[src/rtl/alu_wb_fifo.sv]
// rtl/alu_wb_fifo.sv - ALU result buffer with four-phase req/ack delivery to writeback
// Optional stall counter port: define ALU_WB_FIFO_STATS_EN.
module alu_wb_fifo #(
  parameter int DEPTH  = 4,
  parameter int DATA_W = 16,
  parameter int ADDR_W = 4
) (
  input  logic                     clk,
  input  logic                     rst,
  input  logic                     in_valid,
  output logic                     in_ready,
  input  logic [DATA_W-1:0]        in_result,
  input  logic [ADDR_W-1:0]        in_rd,
  output logic                     req,
  input  logic                     ack,
  output logic [DATA_W-1:0]        out_result,
  output logic [ADDR_W-1:0]        out_rd,
  output logic [$clog2(DEPTH):0]   count,
  output logic                     full,
  output logic                     empty
`ifdef ALU_WB_FIFO_STATS_EN
  ,
  output logic [15:0]              stall_cnt
`endif
);

  localparam int PTR_W = $clog2(DEPTH);
  localparam int CNT_W = PTR_W + 1;
  localparam logic [CNT_W-1:0] DEPTH_C = CNT_W'(DEPTH);

  typedef enum logic [1:0] {
    IDLE    = 2'd0,
    REQ     = 2'd1,
    RELEASE = 2'd2
  } state_t;

  state_t state_q, state_d;

  logic [DATA_W-1:0] mem_result [DEPTH];
  logic [ADDR_W-1:0] mem_rd     [DEPTH];
  logic [PTR_W-1:0]  wr_ptr, rd_ptr;
  logic              ack_meta, ack_s;
  logic              push, pop, load;

  assign full     = (count == DEPTH_C);
  assign empty    = (count == '0);
  assign in_ready = !full;
  assign push     = in_valid && in_ready;

  always_ff @(posedge clk) begin
    if (!rst) begin
      ack_meta <= 1'b0;
      ack_s    <= 1'b0;
    end else begin
      ack_meta <= ack;
      ack_s    <= ack_meta;
    end
  end

  always_comb begin
    state_d = state_q;
    load    = 1'b0;
    pop     = 1'b0;
    case (state_q)
      IDLE: begin
        // A still-high ack_s means writeback has not finished the last
        // handshake; wait here rather than raising a new request.
        if (!empty && !ack_s) begin
          load    = 1'b1;
          state_d = REQ;
        end
      end
      REQ: begin
        if (ack_s) begin
          pop     = 1'b1;
          state_d = RELEASE;
        end
      end
      RELEASE: begin
        if (!ack_s) state_d = IDLE;
      end
      default: state_d = IDLE;
    endcase
  end

  always_ff @(posedge clk) begin
    if (!rst) begin
      state_q    <= IDLE;
      req        <= 1'b0;
      out_result <= '0;
      out_rd     <= '0;
    end else begin
      state_q <= state_d;
      req     <= (state_d == REQ);
      if (load) begin
        out_result <= mem_result[rd_ptr];
        out_rd     <= mem_rd[rd_ptr];
      end
    end
  end

  always_ff @(posedge clk) begin
    if (push) begin
      mem_result[wr_ptr] <= in_result;
      mem_rd[wr_ptr]     <= in_rd;
    end
  end

  always_ff @(posedge clk) begin
    if (!rst) begin
      wr_ptr <= '0;
      rd_ptr <= '0;
      count  <= '0;
    end else begin
      if (push) wr_ptr <= wr_ptr + 1'b1;
      if (pop)  rd_ptr <= rd_ptr + 1'b1;
      case ({push, pop})
        2'b10:   count <= count + 1'b1;
        2'b01:   count <= count - 1'b1;
        default: count <= count;
      endcase
    end
  end

`ifdef ALU_WB_FIFO_STATS_EN
  always_ff @(posedge clk) begin
    if (!rst) begin
      stall_cnt <= '0;
    end else if (in_valid && !in_ready && (stall_cnt != 16'hFFFF)) begin
      stall_cnt <= stall_cnt + 1'b1;
    end
  end
`endif

endmodule

[config.mk]
export PLATFORM = sky130hd
export DESIGN_NAME = alu_wb_fifo
export DESIGN_NICKNAME = d
export VERILOG_FILES = /design/src/rtl/alu_wb_fifo.sv
export SDC_FILE = /design/constraint.sdc
export NUM_CORES = 1
export LEC_CHECK = 0
export ABC_AREA = 0
export BUFFER_PORTS_ARGS = -buffer_cell sky130_fd_sc_hd__buf_2
export CAP_MARGIN = 20
export CORE_ASPECT_RATIO = 0.5
export CORE_UTILIZATION = 30
export CTS_BUF_LIST = sky130_fd_sc_hd__clkbuf_4
export CTS_CLUSTER_DIAMETER = 60
export DETAILED_ROUTE_END_ITERATION = 6
export SETUP_SLACK_MARGIN = 0.3
export SLEW_MARGIN = 20
export SYNTH_ARGS = -nofsm -noshare
export SYNTH_HDL_FRONTEND = slang
export SYNTH_SLANG_ARGS = --single-unit
[constraint.sdc]
create_clock -name clk -period 3.1 [get_ports clk]
set_input_delay 0.775 -clock clk [delete_from_list [all_inputs] [get_ports clk]]
set_output_delay 0.775 -clock clk [all_outputs]
set_load 0.01 [all_outputs]
==> metrics.txt <==
status=complete, no violations; part of the cycle the worst path needs=79.0%; FFs w/ async S/R, synth=0%; final wirelength=8030 um; # resized after CTS=0; remaining global-route overflow=0; CTS Hold Bufs=0; Crit Path Class=flop to output pin; fin crit period=2.45 ns; crit path DAT=1.67 ns; Least-Margin Pin Slew=0.835 ns; Die H=85.2 um; Reg2Reg Setup Slack=0.70 ns; Area growth syn-to-layout=15.7%; met2 wire length=4320 um; Worst Setup End Kind=output pin; Initial DRT Pass Iterations=4; global-route wire length before repair=13000 um; Initial Util=31.7%; Critical Path RT=2.32 ns; IO Port Bufs=50; worst hold path class=flop to flop; Mean Syn Cell Area=17.7 um2; vias in the first global route=2385; count of final setup violators=0; post-synthesis sequential area ratio=73.2%; Netlist cell types=28; fill cell count=1251; drt drc=0; commonest non-fill, non-tap cell in the layout=edfxtp_1; Seq pwr share=63.2%; met3 WL=323 um; largest net degree at the start of global routing=25; gr usage total=12.3%; final hold vios=0; pre-CTS setup slack=0.735 ns; worst-path maximum fanout=11; CTS sink cnt=112; met1 wire length=3300 um; DRT antenna net count=0; Max stage delay on crit path=0.52 ns; Post-DP HPWL=5160 um; CP Cell Sequence=or3b_1 > inv_1 > buf_2; CTS tree=built; commonest non-fill, non-tap cells in the layout=edfxtp_1 (80), buf_2 (50), dfxtp_1 (32); gate count after technology mapping=235; clk_lat worst skew=0.46 ns; Ys Warns=0; Setup TNS=0 ns; synthesized area=0.00416 mm2; f_max=0.408 GHz; initial detailed-routing violation count=120; Post-CTS Setup Bufs=0; slowest CP cell=or3b_1; Worst setup SP type=flop; clk root buf=clkbuf_4; CTS Buffer Depth=2; Slew headroom=44.2%; antenna violations before repair=2; Int Power=0.00207 W; global placement routability congestion=0.769; Comb pwr share=10.6%; Die Area=0.0144 mm2; Final nets=324; Sw Pwr=0.000674 W; die width=168 um; Final WS setup=0.651 ns; Peak VDD IR=0.229 mV; wire per inst=16.5 um; worst-case clock skew=0.0229 ns; number of max-cap violations=0; Max Slew Vio Count=0; top routing layer used=met4; clock buffer count from CTS=9; Clock power frac=26.3%; Clock transition at path regs=0.16 ns; P_leak=1.68 nW; commonest register cell after synthesis=edfxtp_1; H-tree Lvls=3; total number of vias=2205; FF+latch count, synth=112; # rows=29; DR vias/cell=4.53; fraction of layout cells with a size suffix above 1=32.8%; PwrDens=570 mW/mm2; hold_ws=0.465 ns; core box area=0.0131 mm2; Post-synth EDFFs=80; switching part of the total power=24.6%; RSZ-0062 raised after global routing=false; Ports=51; syn nets=265
## area by class of cell
cell class                 count  area, um2  share of cell area, %
sequential                   112       3040                   63.3
multi-input combinational    103       1020                   21.3
clock buffer                   9       67.6                   1.41
clock inverter                 7       78.8                   1.64
inverter                       8       30.0                  0.625
timing repair buffer          60        325                   6.77
tap                          186        233                   4.84
antenna                        2       5.00                  0.104
## stage by stage
stage	std cells	util [%]	total power [W]	area (um2)
6_report	487	36.7	0.00274	4810
5_1_grt	485	36.7	0.00287	4800
4_1_cts	485	36.7	0.00278	4800
3_5_place_dp	469	35.5	0.00206	4660
3_3_place_gp	469	35.5	0.00204	4660
2_1_floorplan	235	-	0.00192	4160
## cells by family after synthesis
logic type,count (synthesis),synth area share (%)
xor gates and xnor gates,5,1.05
muxes,20,10.8
adders and majority gates,6,1.99
and+or+nand+nor,43,5.18
AOI/OAI and AO/OA,29,5.60
DFF,112,73.2
buffers and inverters,20,2.14
## flip-flops by register name (all words and copies together), names as in the netlist
name        cells
mem_result     64
mem_rd         16
out_result     16
out_rd          4
count           3
rd_ptr          2
state_q         2
wr_ptr          2
ack_meta        1
ack_s           1
req             1
## Yosys cell counts (all sizes together) (2+ instances only)
library cell  instances  share of area [%]
a2111oi               2               0.42
a21oi                 4               0.48
and2                  2               0.30
and3                  6               0.90
buf                   7               0.96
clkbuf                5               0.45
dfxtp                32                 15
edfxtp               80                 58
ha                    5                1.5
inv                   8               0.72
mux4                 20                 11
nand2                21                1.9
nor2                  6               0.54
nor3                  2               0.48
o2bb2ai              20                4.2
or3                   2               0.30
xor2                  4               0.84
## power by group through the flow
| stage | Clock [W] | Sequential [W] | Combinational (W) |
|---|---|---|---|
| after floorplan | 0 | 0.00178 | 0.000148 |
| after global placement | 0 | 0.00176 | 0.000282 |
| after detailed placement | 0 | 0.00177 | 0.000295 |
| after CTS | 0.000747 | 0.00173 | 0.000296 |
| after global routing | 0.000813 | 0.00174 | 0.000319 |
| final | 0.000721 | 0.00173 | 0.000289 |
## critical path: cells and delay by family, from the launching register on
kind	cells	cell delay, ns
flops	1	0.45
buf+inv	2	0.26
simple gates	1	0.52
## final timing paths
kind / startpoint / to / cells after the start
worst max-delay path: count[2] / full / 3
worst min-delay path: out_result[11] / out_result[11] / 2
worst max register to register: count[2] / count[2] / 8
worst min register to register: out_result[11] / out_result[11] / 2
## metal layers
metal,vias up,GRT usage [%]
li1,1025,-
met1,1138,13.9
met2,33,22.3
met3,9,4.29
met4,0,3.47
met5,-,0
(Power assumes the default switching activity.)
